## src/rtl/mac_operand_sequencer.sv

```systemverilog
// Autonomous stimulus/check engine for a MAC datapath: streams a preloaded (a,b,c)
// table over valid/ready and checks every returned result against a*b+c.
module mac_operand_sequencer #(
    parameter int unsigned DATA_WIDTH = 8,
    parameter int unsigned OUT_WIDTH  = 16,
    parameter int unsigned DEPTH      = 16,
    parameter int unsigned INFLIGHT   = 4,
    parameter int unsigned TIMEOUT    = 64
) (
    input  logic                     clk,
    input  logic                     reset,
    input  logic                     cfg_we,
    input  logic [$clog2(DEPTH)-1:0] cfg_addr,
    input  logic [DATA_WIDTH-1:0]    cfg_a,
    input  logic [DATA_WIDTH-1:0]    cfg_b,
    input  logic [DATA_WIDTH-1:0]    cfg_c,
    input  logic [$clog2(DEPTH):0]   cfg_count,
    input  logic                     start,
    output logic                     busy,
    output logic                     done,
    output logic                     op_valid,
    input  logic                     op_ready,
    output logic [DATA_WIDTH-1:0]    op_a,
    output logic [DATA_WIDTH-1:0]    op_b,
    output logic [DATA_WIDTH-1:0]    op_c,
    input  logic                     res_valid,
    input  logic [OUT_WIDTH-1:0]     res_data,
    output logic [$clog2(DEPTH):0]   err_count,
    output logic [$clog2(DEPTH)-1:0] first_err_idx,
    output logic                     spurious,
    output logic                     timeout
);

    localparam int unsigned AW = $clog2(DEPTH);
    localparam int unsigned CW = AW + 1;
    localparam int unsigned PW = (INFLIGHT > 1) ? $clog2(INFLIGHT) : 1;
    localparam int unsigned OW = $clog2(INFLIGHT + 1);
    localparam int unsigned TW = $clog2(TIMEOUT + 1);

    typedef enum logic [1:0] {S_IDLE, S_RUN, S_DRAIN, S_DONE} state_t;

    typedef struct packed {
        logic [OUT_WIDTH-1:0] exp;
        logic [AW-1:0]        idx;
    } fifo_entry_t;

    state_t                  r_state, w_state_nxt;
    logic [3*DATA_WIDTH-1:0] r_table [DEPTH];
    fifo_entry_t             r_fifo  [INFLIGHT];
    logic [PW-1:0]           r_wr_ptr, r_rd_ptr;
    logic [OW-1:0]           r_occ;
    logic [CW-1:0]           r_count, r_issue_idx, r_err_count;
    logic [AW-1:0]           r_first_err_idx;
    logic                    r_spurious, r_timeout;
    logic [TW-1:0]           r_tmo_cnt;

    logic                    w_busy, w_done, w_op_valid;
    logic                    w_full, w_empty, w_push, w_pop, w_mismatch;
    logic                    w_start_ok, w_tmo_run, w_tmo_fire;
    logic [DATA_WIDTH-1:0]   w_a, w_b, w_c;
    fifo_entry_t             w_head, w_new;

    always_ff @(posedge clk) begin
        if (cfg_we) r_table[cfg_addr] <= {cfg_a, cfg_b, cfg_c};
    end

    assign {w_a, w_b, w_c} = r_table[r_issue_idx[AW-1:0]];
    assign w_full     = (r_occ == OW'(INFLIGHT));
    assign w_empty    = (r_occ == '0);
    assign w_push     = w_op_valid && op_ready;
    assign w_pop      = res_valid && !w_empty;
    assign w_head     = r_fifo[r_rd_ptr];
    assign w_mismatch = w_pop && (res_data != w_head.exp);
    assign w_start_ok = (r_state == S_IDLE) && start;
    assign w_new.exp  = OUT_WIDTH'(w_a) * OUT_WIDTH'(w_b) + OUT_WIDTH'(w_c);
    assign w_new.idx  = r_issue_idx[AW-1:0];

    // Watchdog only counts cycles with work outstanding and no result returning.
    assign w_tmo_run  = ((r_state == S_RUN) || (r_state == S_DRAIN)) && !w_empty && !res_valid;
    assign w_tmo_fire = w_tmo_run && (r_tmo_cnt == TW'(TIMEOUT - 1));

    always_ff @(posedge clk) begin
        if (!reset) r_state <= S_IDLE;
        else        r_state <= w_state_nxt;
    end

    always_comb begin
        w_state_nxt = r_state;
        w_busy      = 1'b0;
        w_done      = 1'b0;
        w_op_valid  = 1'b0;
        case (r_state)
            S_IDLE: begin
                if (start) w_state_nxt = (cfg_count != '0) ? S_RUN : S_DONE;
            end
            S_RUN: begin
                w_busy     = 1'b1;
                w_op_valid = (r_issue_idx < r_count) && !w_full;
                if (w_tmo_fire)                  w_state_nxt = S_DONE;
                else if (r_issue_idx == r_count) w_state_nxt = S_DRAIN;
            end
            S_DRAIN: begin
                w_busy = 1'b1;
                if (w_tmo_fire || w_empty) w_state_nxt = S_DONE;
            end
            S_DONE: begin
                w_done      = 1'b1;
                w_state_nxt = S_IDLE;
            end
            default: w_state_nxt = S_IDLE;
        endcase
    end

    // Expected-value FIFO storage; pointers and occupancy carry the reset.
    always_ff @(posedge clk) begin
        if (w_push) r_fifo[r_wr_ptr] <= w_new;
    end

    always_ff @(posedge clk) begin
        if (!reset) begin
            r_wr_ptr        <= '0;
            r_rd_ptr        <= '0;
            r_occ           <= '0;
            r_count         <= '0;
            r_issue_idx     <= '0;
            r_err_count     <= '0;
            r_first_err_idx <= '0;
            r_spurious      <= 1'b0;
            r_timeout       <= 1'b0;
            r_tmo_cnt       <= '0;
        end else begin
            if (w_start_ok) begin
                r_count         <= cfg_count;
                r_issue_idx     <= '0;
                r_err_count     <= '0;
                r_first_err_idx <= '0;
                r_spurious      <= 1'b0;
                r_timeout       <= 1'b0;
            end
            if (w_push) begin
                r_wr_ptr    <= r_wr_ptr + PW'(1);
                r_issue_idx <= r_issue_idx + CW'(1);
            end
            if (w_pop) r_rd_ptr <= r_rd_ptr + PW'(1);
            case ({w_push, w_pop})
                2'b10:   r_occ <= r_occ + OW'(1);
                2'b01:   r_occ <= r_occ - OW'(1);
                default: r_occ <= r_occ;
            endcase
            if (w_mismatch) begin
                if (r_err_count == '0)          r_first_err_idx <= w_head.idx;
                if (r_err_count != {CW{1'b1}}) r_err_count     <= r_err_count + CW'(1);
            end
            if (res_valid && w_empty) r_spurious <= 1'b1;
            // Timeout abandons whatever is still in flight.
            if (w_tmo_fire) begin
                r_timeout <= 1'b1;
                r_wr_ptr  <= '0;
                r_rd_ptr  <= '0;
                r_occ     <= '0;
                r_tmo_cnt <= '0;
            end else if (w_tmo_run) begin
                r_tmo_cnt <= r_tmo_cnt + TW'(1);
            end else begin
                r_tmo_cnt <= '0;
            end
        end
    end

    assign busy          = w_busy;
    assign done          = w_done;
    assign op_valid      = w_op_valid;
    assign op_a          = w_op_valid ? w_a : '0;
    assign op_b          = w_op_valid ? w_b : '0;
    assign op_c          = w_op_valid ? w_c : '0;
    assign err_count     = r_err_count;
    assign first_err_idx = r_first_err_idx;
    assign spurious      = r_spurious;
    assign timeout       = r_timeout;

endmodule

```

## config.mk

```make
export PLATFORM = sky130hd
export DESIGN_NAME = mac_operand_sequencer
export DESIGN_NICKNAME = d
export VERILOG_FILES = /design/src/rtl/mac_operand_sequencer.sv
export SDC_FILE = /design/constraint.sdc
export NUM_CORES = 1
export LEC_CHECK = 0
export ABC_AREA = 1
export CAP_MARGIN = 10
export CORE_MARGIN = 5
export CORE_UTILIZATION = 49
export DETAILED_ROUTE_END_ITERATION = 8
export MAX_ROUTING_LAYER = met4
export PLACE_DENSITY = 0.77
export SYNTH_ARGS = -nofsm -noshare
export SYNTH_HDL_FRONTEND = slang
export SYNTH_SLANG_ARGS = --single-unit
export TNS_END_PERCENT = 30
```

## constraint.sdc

```tcl
create_clock -name clk -period 5.77 [get_ports clk]
set_input_delay 1.154 -clock clk [delete_from_list [all_inputs] [get_ports clk]]
set_output_delay 1.154 -clock clk [all_outputs]
set_load 0.005 [all_outputs]
```

==> impl_metrics.env <==
export IMPL_path_max_fanout=40
export IMPL_vias=15063
export IMPL_drt_total_wl_mm=52.0
export IMPL_period_needed_ns=5.49
export IMPL_htree_levels=2
export IMPL_detail_route_first_pass_iterations=5
export IMPL_root_buffer="clkbuf_16"
export IMPL_ys_warn_count=0
export IMPL_layout_nets=2229
export IMPL_clk_pin_slew_worst_paths_ns=0.06
export IMPL_die_w_um=228
export IMPL_grt_max_degree=65
export IMPL_vias_per_cell=5.53
export IMPL_synth_top_area_share=0.598
export IMPL_drt_iter0_markers=1577
export IMPL_worst_slack_ns=0.280
export IMPL_p_clk_frac=0.262
export IMPL_p_int_mw=8.23
export IMPL_fin_skew_ns=0.0600
export IMPL_relSlewSlack=0.327
export IMPL_io_pins=93
export IMPL_powerDensity_nw_per_um2=459
export IMPL_place_hpwl_mm=31.6
export IMPL_cp_end_kind="flop"
export IMPL_critical_path_class="flop to flop"
export IMPL_worstPathRequired_ns=6.07
export IMPL_syn_avg_cell_area_um2=11.9
export IMPL_status="finished clean"
export IMPL_remaining_drc_errors=0
export IMPL_tightest_slew_ns=1.01
export IMPL_period_share=0.952
export IMPL_numCtsBuffers=51
export IMPL_synthTopCellsByCount="464 x edfxtp_1, 269 x nand2_1, 256 x inv_1"
export IMPL_io_buffers=92
export IMPL_gp_congestion=0.823
export IMPL_antenna_found_initial=4
export IMPL_max_stage_delay_ns=0.53
export IMPL_cts_tree="yes"
export IMPL_netSwitchingFraction=0.332
export IMPL_setup_violations_final=0
export IMPL_final_cell_area_um2=26900
export IMPL_cts_buffer_depth=3
export IMPL_place_area_um2=25100
export IMPL_hold_class="flop to flop"
export IMPL_grt_pass1_wl_mm=81.0
export IMPL_ys_types=36
export IMPL_avgRoutedWirePerCell_um=19.1
export IMPL_cts_sinks=507
export IMPL_pwr_share_comb=0.340
export IMPL_drive_above_1_share=0.0809
export IMPL_synth_nets=2111
export IMPL_hold_buffers=0
export IMPL_syn_area_um2=23300
export IMPL_cp_top_family="adder cells"
export IMPL_synth_area_leaders="edfxtp_1 60%, nand2_1 4.3%, inv_1 4.1%, mux2i_1 4.0%, fa_1 3.9%"
export IMPL_fp_dieH_um=228
export IMPL_grt_pass1_vias=14935
export IMPL_synth_ff_type="edfxtp_1"
export IMPL_synth_area_leader_cell="edfxtp_1"
export IMPL_die_area_um2=52000
export IMPL_synth_most_common_cell="edfxtp_1"
export IMPL_coreArea_um2=46800
export IMPL_hold_viol_final=0
export IMPL_crit_arrival_ns=5.79
export IMPL_critPathBufInv=6
export IMPL_synth_async_sr_flop_share=0
export IMPL_cp_common_cell="nand2_1"
export IMPL_final_util=0.575
export IMPL_pre_cts_slack_ns=0.0897
export IMPL_maxCapViolations=0
export IMPL_slew_violations=0
export IMPL_seqPwrFrac=0.398
export IMPL_tns_ns=0
export IMPL_clk_insertion_delay_late_ns=0.62
export IMPL_ys_seq_elements=507
export IMPL_synth_edf_count=464
export IMPL_path_cells="buf_12 -> buf_12 -> a21oi_1 -> o21ai_0 -> o21ai_0 -> o211ai_1 -> nand2_1 -> buf_4 -> nand2_1 -> inv_1 -> fa_1 -> fa_1 -> fa_1 -> inv_1 -> fa_1 -> inv_1 -> ha_1 -> nand2_1 -> o21ai_0 -> nand2_1 -> nand3_1 -> nand2_1"
export IMPL_rsz0062_at_grt="false"
export IMPL_ys_seq_area_frac=0.635
export IMPL_irDropWorstVdd_mv=0.332
export IMPL_gr_total_overflow=0
export IMPL_grt_total_usage=0.201
export IMPL_switchingPower_mw=4.10
export IMPL_syn_inst=1955
export IMPL_p_leak_nw=9.98
export IMPL_areaGrowthSynthToFinish_pct=15.4
export IMPL_slowest_stage="dfxtp_4"
export IMPL_start_util=0.498
export IMPL_postRouteAntennaNets=0
export IMPL_critPathLaunchType="flop"
export IMPL_rows=79
export IMPL_fmax_ghz=0.182
cell type report:
class,count,area (um2)
flip-flops and latches,507,14800
diodes,4,10.0
repair buffers,154,1540
inverters,260,981
multi-input cells,1099,7100
clock buffers,58,1300
fillers,3646,19900
clock inverters,36,377
well taps,607,759
kinds of logic (layout without fill, tap and decap cells):
kind of cell	Yosys count	in the layout	share of synthesized area
AO/OA/AOI/OAI	420	420	0.102
XOR/XNOR	15	15	0.00564
adder cells (fa/ha/maj)	101	101	0.0688
buffers and inverters	349	508	0.0619
flip-flops	507	507	0.635
multiplexers	96	96	0.0414
other	0	4	0
AND/OR/NAND/NOR	467	467	0.0855
sequential cells by signal (all words and copies together), names as in the netlist, named ones only:
| signal | cells |
|---|---|
| r_tmo_cnt | 7 |
| r_occ | 3 |
| r_rd_ptr | 2 |
| r_wr_ptr | 2 |
| err_count | 5 |
| r_table | 384 |
| r_issue_idx | 5 |
| first_err_idx | 4 |
| r_state | 2 |
| spurious | 1 |
| r_fifo | 80 |
| r_count | 5 |
| timeout | 1 |
power groups by stage:
stage               Clock [mW]  Combinational (mW)  Sequential [mW]
detailed placement           0                4.14             4.99
global placement             0                3.96             4.98
global route              3.46                4.79             4.92
floorplan                    0                3.00             4.95
CTS                       3.30                4.16             4.92
finish                    3.23                4.19             4.91
timing repair:
item	in CTS	in global routing
hold endpoints to repair	0	0
buffers inserted	0	2
resized for setup	0	5
setup endpoints to repair	0	28
through the flow:
step                power, mW  instances  hold WS (ns)
floorplan                7.95       1955         0.418
global placement         8.95       2625         0.428
detailed placement       9.13       2625         0.444
CTS                      12.4       2719         0.454
global route             13.2       2725         0.482
finish                   12.3       2725         0.446
layout by cell type (no fill, tap or decap), types with 5 or more instances in the layout:
| cell | count |
|---|---|
| ha_1 | 56 |
| fa_1 | 45 |
| o211ai_1 | 94 |
| buf_4 | 49 |
| mux2i_1 | 94 |
| nor3_1 | 6 |
| nand3_1 | 76 |
| nand2_1 | 266 |
| xor2_1 | 9 |
| a21oi_1 | 154 |
| clkinv_1 | 20 |
| o21ai_0 | 160 |
| nand3b_1 | 16 |
| clkdlybuf4s50_1 | 92 |
| inv_1 | 256 |
| nor2_2 | 18 |
| clkbuf_1 | 7 |
| buf_12 | 10 |
| clkinv_2 | 7 |
| clkbuf_16 | 51 |
| xnor2_1 | 6 |
| bufinv_16 | 5 |
| edfxtp_1 | 464 |
| nor2_1 | 66 |
| nand3_2 | 8 |
| dfxtp_1 | 40 |
layer usage:
| layer | up-vias | track usage | wire, um |
|---|---|---|---|
| met5 | - | - | 0 |
| met4 | 0 | 0.0609 | 1390 |
| met3 | 98 | 0.0378 | 3680 |
| met2 | 537 | 0.334 | 25600 |
| met1 | 7352 | 0.253 | 21300 |
| li1 | 7076 | - | - |
path summary, 6_finish.rpt:
check / start / slack, ns / cells after the start / endpoint
setup / recovery: flop / 0.28 / 22 / r_fifo[3][18]
hold / removal: r_tmo_cnt[0] / 0.45 / 1 / r_tmo_cnt[0]
setup reg to reg: flop / 0.28 / 22 / r_fifo[3][18]
hold reg to reg: r_tmo_cnt[0] / 0.45 / 1 / r_tmo_cnt[0]
(Power assumes the default switching activity.)
